<file path="config.mk">
export PLATFORM = sky130hd
export DESIGN_NAME = tinker_fetch
export DESIGN_NICKNAME = d
export VERILOG_FILES = /design/src/rtl/tinker_fetch.sv
export SDC_FILE = /design/constraint.sdc
export NUM_CORES = 1
export LEC_CHECK = 0
export ABC_AREA = 1
export CORE_ASPECT_RATIO = 1.4
export CORE_UTILIZATION = 49
export DETAILED_ROUTE_END_ITERATION = 10
export PLACE_DENSITY_LB_ADDON = 0.2
export SETUP_SLACK_MARGIN = 0.15
export SLEW_MARGIN = 20
export SYNTH_ARGS = -nofsm -noshare
export SYNTH_HDL_FRONTEND = slang
export SYNTH_SLANG_ARGS = --single-unit
</file>
<file path="constraint.sdc">
create_clock -name clk -period 3.5 [get_ports clk]
set_clock_uncertainty 0.15 [all_clocks]
set_input_delay 0.7 -clock clk [delete_from_list [all_inputs] [get_ports clk]]
set_output_delay 0.7 -clock clk [all_outputs]
set_load 0.02 [all_outputs]
</file>
<file path="src/rtl/tinker_fetch.sv">
// Tinker instruction fetch stage: owns the PC, reads the RAM port and presents
// one registered instruction (or fault marker) to decode over valid/ready.
module tinker_fetch #(
  parameter logic [63:0] RESET_PC = 64'h2000,
  parameter int unsigned MEM_SIZE = 524288
) (
  input  logic        clk,
  input  logic        reset,
  output logic [63:0] mem_addr,
  input  logic [31:0] mem_data,
  input  logic        mem_error,
  input  logic        redirect_valid,
  input  logic [63:0] redirect_pc,
  input  logic        halt_req,
  output logic        inst_valid,
  input  logic        inst_ready,
  output logic [31:0] inst,
  output logic [63:0] inst_pc,
  output logic        inst_fault,
  output logic        halted,
  output logic [31:0] inst_count
);

  localparam logic [1:0] ST_RUN    = 2'd0;
  localparam logic [1:0] ST_HOLD   = 2'd1;
  localparam logic [1:0] ST_HALTED = 2'd2;

  localparam logic [63:0] LAST_ADDR = 64'(MEM_SIZE) - 64'd4;

  logic [1:0]  r_state;
  logic [63:0] r_pc;
  logic        r_inst_valid;
  logic [31:0] r_inst;
  logic [63:0] r_inst_pc;
  logic        r_inst_fault;
  logic [31:0] r_inst_count;

  logic w_accept;
  logic w_slot_free;
  logic w_bad;
  logic w_halt;
  logic w_redirect;
  logic w_fetch;

  assign w_accept    = r_inst_valid & inst_ready;
  assign w_slot_free = ~r_inst_valid | inst_ready;
  assign w_bad       = mem_error | (r_pc[1:0] != 2'b00) | (r_pc > LAST_ADDR);

  // Once halted, both halt_req and redirect_valid are ignored until reset.
  assign w_halt     = halt_req & (r_state != ST_HALTED);
  assign w_redirect = redirect_valid & ~halt_req & (r_state != ST_HALTED);
  assign w_fetch    = (r_state == ST_RUN) & ~redirect_valid & ~halt_req & w_slot_free;

  always_ff @(posedge clk) begin
    if (reset) begin
      r_state      <= ST_RUN;
      r_pc         <= RESET_PC;
      r_inst_valid <= 1'b0;
      r_inst       <= 32'd0;
      r_inst_pc    <= 64'd0;
      r_inst_fault <= 1'b0;
      r_inst_count <= 32'd0;
    end else begin
      if (w_accept && (r_inst_count != 32'hFFFF_FFFF)) begin
        r_inst_count <= r_inst_count + 32'd1;
      end

      if (w_halt) begin
        r_state      <= ST_HALTED;
        r_inst_valid <= 1'b0;
      end else if (w_redirect) begin
        r_state      <= ST_RUN;
        r_pc         <= redirect_pc;
        r_inst_valid <= 1'b0;
      end else if (w_fetch) begin
        r_inst_valid <= 1'b1;
        r_inst_pc    <= r_pc;
        if (w_bad) begin
          // Fault marker: PC stays on the faulting address until redirected.
          r_inst       <= 32'd0;
          r_inst_fault <= 1'b1;
          r_state      <= ST_HOLD;
        end else begin
          r_inst       <= mem_data;
          r_inst_fault <= 1'b0;
          r_pc         <= r_pc + 64'd4;
        end
      end else if (w_accept) begin
        r_inst_valid <= 1'b0;
      end
    end
  end

  assign mem_addr   = r_pc;
  assign inst_valid = r_inst_valid;
  assign inst       = r_inst;
  assign inst_pc    = r_inst_pc;
  assign inst_fault = r_inst_fault;
  assign halted     = (r_state == ST_HALTED);
  assign inst_count = r_inst_count;

endmodule

</file>
Word-level counts from Yosys, hierarchy flattened
Cells that the tools add are included.
{"block": "word_totals", "register_bits": 196, "out_inout_bits": 195, "romBits": 0, "elab_cells": 53, "input_bits": 102, "mem_count": 0, "ram_bits": 0, "latch_bits": 0}
{"block": "classes", "n_mul": 0, "n_lt_le_gt_ge": 1, "mux": 11, "bitwise": 15, "addsub": 2, "n_shift": 0, "n_reduce_logical": 12, "n_div": 0, "n_eq_ne": 4}
{"op": "two-way mux 64 bit", "n": 3}
{"op": "adder 64 x 3 -> 64 bit (second input constant)", "n": 1}
{"op": "> comparator 64 x 19 -> 1 bit (second input constant)", "n": 1}
{"op": "adder 32 x 1 -> 32 bit (second input constant)", "n": 1}
{"op": "two-way mux 32 bit", "n": 1}
{"op": "inequality test 32 bit (second input constant)", "n": 1}
{"op": "two-way mux 2 bit", "n": 4}
{"op": "AND 1 bit", "n": 7}
{"op": "AND reduction 3 bit", "n": 2}
{"op": "nonzero test 2 bit", "n": 3}
{"op": "nonzero test 3 bit", "n": 2}
{"op": "inverter 1 bit", "n": 5}
{"op": "AND reduction 2 bit", "n": 2}
{"op": "two-way mux 1 bit", "n": 3}
{"op": "OR 1 bit", "n": 3}
{"op": "OR reduction 3 bit", "n": 1}
{"op": "equality test 2 bit (second input constant)", "n": 1}
{"op": "logical NOT 2 bit", "n": 1}
{"op": "inequality test 2 x 1 -> 1 bit (second input constant)", "n": 1}
{"op": "inequality test 2 bit (second input constant)", "n": 1}
{"op": "logical AND 1 bit", "n": 1}

Logic depth before layout (Yosys ltp)
Gate-level depths: netlist of the first run.
{"block": "depth", "ltp_word": 7, "depth_mapped": 12, "depth_no_buf": 12}

Worst setup path after synthesis of the first run
OpenSTA, ideal clock, no wires.
{"block": "synth_path", "path_type": "register to register", "from": "reg r_inst_count[0] (netlist: inst_count[0])", "to": "reg r_inst_count[28] (netlist: inst_count[28])", "arrival_time_ns": 1.675, "required_time_ns": 3.218, "synth_period_minus_slack_ns": 1.957, "path_buffers": 2, "stages_incl_launch_ff": 11, "setup_time_ns": 0.132, "slack_ns": 1.543, "path_cell_list": "dfxtp_1 ha_1 nand3_1 inv_1 nand2_2 nor2_4 a21oi_2 buf_2 buf_4 nand2_1 a21oi_1"}
{"block": "synth_via", "elab_chain_len": 2, "word_cells_on_any_way": 3, "cone_classes": "add/sub: 1; eq/ne: 1; reduce/logical: 1"}
{"element": "from (decl)", "line": "36", "source": "logic [31:0] r_inst_count;"}
{"element": "from (signal assigned)", "line": "65", "source": "r_inst_count <= r_inst_count + 32'd1;"}
{"element": "parallel branches: the longest is 2 deep, another holds adder 32 x 1 -> 32 bit"}
Parallel ways; which one is timed is not known.
A chain may end at the register's enable or synchronous reset.

Final worst setup path of the first run
{"block": "layout_path", "from": "reg r_pc[7] (netlist: mem_addr[7])", "to": "out mem_addr[7]"}
{"element": "from (decl)", "line": "31", "source": "logic [63:0] r_pc;"}
{"element": "from (signal assigned)", "line": "73", "source": "r_pc <= redirect_pc;"}
{"element": "from (signal assigned)", "line": "86", "source": "r_pc <= r_pc + 64'd4;"}
{"element": "to (decl)", "line": "9", "source": "output logic [63:0] mem_addr,"}
No word-level cell between the ends.

==> results.yml, run 1 <==
outcome:
  status: "finished, final reports clean"
worst_setup_path:
  cpPeakStageDelay_ns: 0.68
  crit_cells: 1
  path_class: "register to output port"
  r2r_start: "inst_count[0]$_SDFFE_PP0P_"
  crit_path_top_delay_cell: "clkdlybuf4s50_1"
  timing.reg2reg.setup_slack_ns: 1.15
  critical_path.top_delay_family: "buffers and inverters"
  end_kind: "output port"
  cp-start-kind: "register"
  critical_path_buf_inv_count: 1
  r2r-end: "inst_count[18]$_SDFFE_PP0P_"
  crit_required_ns: 2.65
  crit_fanout: 8
  cp-endpoint: "mem_addr[7]"
  reg2reg_depth: 9
  startpoint: "mem_addr[7]$_SDFFE_PP0P_"
  cp.arrival_ns: 1.62
  cp_cell_sequence: "clkdlybuf4s50_1"
timing:
  finalSetupTns_ns: 0
  fin_crit_sh_pct: 70.47
  setup_viol: 0
  finalHoldViolCount: 0
  whs_ns: 0.3148
  rsz0062_at_grt: "no"
  maxSlewViolCount: 0
  fin_ws_ns: 1.034
  final.min_clock_period_ns: 2.466
  worst_pin_slew_ns: 0.6155
  slew-limit-headroom_pct: 58.97
  max_freq_ghz: 0.4055
routing:
  drc: 0
  drtAntennaViolNets: 0
  wirelength_microns: 27230
  wl_met3_microns: 1755
  top_layer_used: "met4"
  drt_iter0_markers: 586
  routedWlPerCell_microns: 15.42
  vias: 8997
  firstDrtPassIters: 5
  wl_met1_microns: 10500
  route.met2.wl_microns: 13840
  avgViaCountPerCell: 5.095
clock_tree:
  cts.clk_slew.worst_paths_ns: 0.07
  cts_max_path_buffers: 2
  cts_buffers: 17
  cts.sinks: 196
  clock_latency_ns: 0.44
  post_cts_buffers: 0
  cts-root-buf: "clkbuf_16"
  cts_tree: "yes"
  post_cts_resized: 0
  htreeDepth: 4
  hold_buffers: 0
synthesis:
  syn_nets: 1356
  synth_area_per_cell_sq_um: 6.848
  synth_top_area_share_pct: 45.77
  yosysTopAreaCell: "dfxtp_1"
  netlist_instances: 1252
  ys_seq_elements: 196
  ys_types: 33
  syn_area_sq_um: 8573
  synth-main-ff-cell: "dfxtp_1"
  netlist_top_cells_area: "dfxtp_1 46%, nand2_1 21%, a21oi_1 9.2%, nor2_1 6.2%, inv_1 2.6%"
  synth_edf_count: 0
  synth_seq_area_share_pct: 45.77
  async_reset_ff_share_pct: 0
  yosys_warnings: 0
floorplanning:
  dieArea_sq_um: 18040
  fp.coreArea_sq_um: 16960
  die_width_microns: 113.8
  io_pins: 297
  die_h_microns: 158.5
  num_rows: 56
  start_util_pct: 50.56
layout:
  post_layout_nonfiller_instances: 1766
  areaGrowthSynthToFinish_pct: 43.05
  drive_above_1_share_pct: 5.029
  final_core_util_pct: 72.33
  nets: 1623
  stdcell_area_sq_um: 12260
  nFillCells: 1455
power:
  peakVddDrop_v: 0.0002981
  p_sw_mw: 1.320
  combPwrFrac_pct: 12.9
  p_leak_nw: 4.545
  p_clk_share_pct: 39.2
  internal_power_mw: 3.615
  p_seq_share_pct: 47.9
  power_density_nw_per_um2: 402.4
  p_sw_share_pct: 26.75
  report.power.total_mw: 4.935
min_path:
  hold_class: "register to register"
placement:
  place_ws_ns: 0.6415
  gp_congestion: 0.9243
  placed_cell_area_sq_um: 11670
  port_buffers: 296
  dp_cells: 1732
  dp_hpwl_microns: 19930
global_route:
  first_global_vias: 8510
  grt_max_degree: 60
  antenna_found_initial: 3
  grt-ovfl-total: 0
  grt_pass1_wl_microns: 42610
  groute.usage.overall_pct: 30.04
flow_run:
  maxCapViolCount: 0
-- power by group through the flow --
stage / sequential, mW / clock (mW) / combinational (mW)
after CTS: 2.36 / 1.97 / 0.639
after global placement: 2.41 / 0 / 0.629
final: 2.36 / 1.93 / 0.638
after floorplan: 2.47 / 0 / 0.245
after detailed placement: 2.41 / 0 / 0.635
after global routing: 2.37 / 2.05 / 0.694
-- placed cells by master, fill, tap and decap left out, types with 12 or more instances in the layout --
cell | netlist | final
inv_1 | 60 | 57
clkbuf_16 | 0 | 17
nand3_1 | 35 | 34
buf_4 | 2 | 14
dfxtp_1 | 196 | 196
a21oi_1 | 158 | 158
nand2_1 | 474 | 474
nand4_1 | 14 | 14
clkdlybuf4s50_1 | 0 | 295
o21ai_0 | 28 | 28
nand3b_1 | 14 | 14
xor2_1 | 13 | 13
nor2_1 | 141 | 141
nor3_1 | 12 | 12
-- layer usage --
metal / GRT usage, % / up-vias
met2: 53.46 / 318
met5: 0 / -
met3: 6.205 / 72
met1: 33.62 / 4091
li1: - / 4516
met4: 16.08 / 0
-- cell families after synthesis --
family	synth area share (%)
fa+ha+maj	0.2918
simple gates	34.34
mux	0.1168
compound gates	11.76
buf+inv	6.188
flops	45.77
xor+xnor	1.532
-- state kept, by name, summed over array words and instances, names as in the netlist --
name        flops
inst           32
inst_count     32
inst_fault      1
inst_pc        64
inst_valid      1
mem_addr       64
r_state         2
-- area by class of cell --
class,instances,area (sq um),area share (%)
diodes,3,7.507,0.06121
clock buffers,18,439.2,3.581
clock inverters,13,143.9,1.173
inverters,61,229.0,1.867
multi-input cells,932,4133,33.70
flip-flops and latches,196,3924,31.99
well taps,232,290.3,2.367
repair buffers,311,3098,25.26
-- tightest hold or removal path: stages, from the launching register on --
cell and delay (ns):
dfxtp_1 0.31, nand2_1 0.06, a21oi_1 0.05
-- cells in the mapped netlist (all sizes together) (13+ instances only) --
cell type / n
nand4: 15
nor2: 147
dfxtp: 196
nor3: 15
nand2: 479
buf: 32
o21ai: 30
nand3: 35
a21oi: 159
nand3b: 14
inv: 60
clkbuf: 31
xor2: 13
-- worst min path at each step --
stage                              from                        to  slack, ns  depth (start not counted)
3_3_place_gp      inst[15]$_SDFFE_PP0P_     inst[15]$_SDFFE_PP0P_       0.30                          2
5_1_grt         inst_pc[4]$_SDFFE_PP0P_   inst_pc[4]$_SDFFE_PP0P_       0.33                          2
6_report       inst_pc[30]$_SDFFE_PP0P_  inst_pc[30]$_SDFFE_PP0P_       0.31                          2
3_5_place_dp   inst_pc[30]$_SDFFE_PP0P_  inst_pc[30]$_SDFFE_PP0P_       0.30                          2
2_1_floorplan   r_state[0]$_SDFFE_PP0P_   r_state[0]$_SDFFE_PP0P_       0.30                          2
4_1_cts         inst_pc[4]$_SDFFE_PP0P_   inst_pc[4]$_SDFFE_PP0P_       0.31                          2
No activity file was read; power rests on OpenSTA's default activity.
==> inputs of run 2 (changes only) <==
Settings changed: CORE_UTILIZATION 49 to 46.
Clock period 3.5 ns to 2.55 ns, I/O delays scaled along.
==> results.yml, run 2 (synthesis results as in run 1) <==
layout:
  final_common_cell: "nand2_1"
  stdcell_area_sq_um: 12500
  nets: 1643
  final_cell_mix: "474 x nand2_1, 295 x clkdlybuf4s50_1, 196 x dfxtp_1"
  post_layout_nonfiller_instances: 1793
  nFillCells: 1620
  drive_above_1_share_pct: 6.250
  areaGrowthSynthToFinish_pct: 45.78
timing:
  slew-limit-headroom_pct: 64.00
  rsz0062_at_grt: "no"
  maxSlewViolCount: 0
  max_freq_ghz: 0.4393
  setup_viol: 0
  fin_crit_sh_pct: 89.27
  finalSetupTns_ns: 0
  finalHoldViolCount: 0
  worst_pin_slew_ns: 0.5400
  fin_ws_ns: 0.2736
  final.min_clock_period_ns: 2.276
routing:
  routedWlPerCell_microns: 15.37
  drc: 0
  firstDrtPassIters: 7
  drtAntennaViolNets: 0
  vias: 9080
  wirelength_microns: 27550
  avgViaCountPerCell: 5.064
  drt_iter0_markers: 633
global_route:
  antenna_found_initial: 1
  grt-ovfl-total: 0
  grt_pass1_wl_microns: 43070
  first_global_vias: 8430
  grt_max_degree: 118
  groute.usage.overall_pct: 28.24
clock_tree:
  cts.clk_slew.worst_paths_ns: 0.07
  cts_buffers: 17
  cts_max_path_buffers: 2
  htreeDepth: 4
  cts-root-buf: "clkbuf_16"
  cts.sinks: 196
  cts_tree: "yes"
  clock_latency_ns: 0.43
floorplanning:
  dieArea_sq_um: 19200
  fp.coreArea_sq_um: 18140
  die_h_microns: 163.5
  num_rows: 58
  die_width_microns: 117.4
  io_pins: 297
  start_util_pct: 47.26
worst_setup_path:
  cp-endpoint: "halted"
  crit_required_ns: 1.89
  reg2reg_depth: 10
  crit_path_top_delay_cell: "clkdlybuf4s50_1"
  cp_cell_sequence: "inv_1 > nand2_1 > inv_1 > clkdlybuf4s50_1"
  cpPeakStageDelay_ns: 0.63
  cp-start-kind: "register"
  end_kind: "output port"
  crit_fanout: 3
  path_class: "register to output port"
  cp.arrival_ns: 1.62
  r2r_start: "inst_count[0]$_SDFFE_PP0P_"
  startpoint: "r_state[0]$_SDFFE_PP0P_"
  cpMostUsedCell: "inv_1"
  r2r-end: "inst_count[28]$_SDFFE_PP0P_"
  timing.reg2reg.setup_slack_ns: 0.43
power:
  internal_power_mw: 4.885
  p_sw_mw: 1.855
  peakVddDrop_v: 0.0004328
  p_clk_share_pct: 38.4
  report.power.total_mw: 6.741
  combPwrFrac_pct: 13.6
  power_density_nw_per_um2: 539.3
  p_sw_share_pct: 27.52
  p_seq_share_pct: 48.0
  p_leak_nw: 4.679
min_path:
  hold_class: "input port to register"
outcome:
  status: "finished, final reports clean"
placement:
  dp_hpwl_microns: 20140
  gp_congestion: 0.9428
  placed_cell_area_sq_um: 11920
  place_ws_ns: 0.2038
  dp_cells: 1760
  port_buffers: 296
flow_run:
  maxCapViolCount: 0
==> run 2: changes by cell type in the layout (fill, tap and decap cells not counted), moves of 2 or more <==
cell and change:
diode_2 -2, clkinvlp_4 -2, buf_4 +13, buf_12 +7
inv_8 +4, inv_6 -4, clkinv_4 +3
==> run 2: how the worst min path moves through the flow <==
stage                            start                       to  slack (ns)  cells after the start
3_3_place_gp      inst[4]$_SDFFE_PP0P_     inst[4]$_SDFFE_PP0P_        0.30                      2
2_1_floorplan  r_state[0]$_SDFFE_PP0P_  r_state[0]$_SDFFE_PP0P_        0.30                      2
5_1_grt                          reset  r_state[1]$_SDFFE_PP0P_        0.31                      2
6_report                         reset  r_state[1]$_SDFFE_PP0P_        0.31                      2
3_5_place_dp     inst[27]$_SDFFE_PP0P_    inst[27]$_SDFFE_PP0P_        0.30                      2
4_1_cts                          reset  r_state[1]$_SDFFE_PP0P_        0.30                      2
==> run 2: cell type report <==
type                       instances  area [sq um]  area share, %
clock inverter                    14         140.1          1.121
inverter                          61         229.0          1.832
sequential                       196          3924          31.39
tap                              240         300.3          2.403
timing repair buffer             331          3336          26.69
antenna                            1         2.502        0.02002
clock buffer                      18         429.2          3.434
multi-input combinational        932          4138          33.11
==> run 2: what timing repair did <==
item	in CTS	in global routing
endpoints found under the hold margin	0	0
hold buffers	0	0
gates resized for setup	0	1
buffers inserted	0	0
endpoints found under the setup margin	0	7
==> run 2: critical path, delay by kind of cell, from the launching register on <==
kind | cells | cell delay [ns]
buf+inv | 3 | 0.79
flops | 1 | 0.31
simple gates | 1 | 0.09
==> run 2: power groups by stage <==
stage	registers [mW]	logic [mW]	clock network, mW
6_report	3.24	0.917	2.59
5_1_grt	3.25	0.994	2.77
4_1_cts	3.24	0.919	2.64
3_5_place_dp	3.31	0.915	0
3_3_place_gp	3.31	0.908	0
2_1_floorplan	3.39	0.336	0
==> run 2: through the flow <==
stage	util (%)	hold WS, ns
after detailed placement	65.71	0.3043
after global placement	65.71	0.3007
after floorplan	-	0.2968
final	68.89	0.3126
after CTS	68.85	0.2981
after global routing	68.89	0.3106
==> run 2: routing by layer <==
layer  vias up  global-route usage (%)  part of all wire, %
li1       4549                       -                    -
met1      4199                   31.93                   40
met2       272                   50.43                   51
met3        60                   6.215                  5.3
met4         0                   13.16                  3.5
met5         -                       0                    0
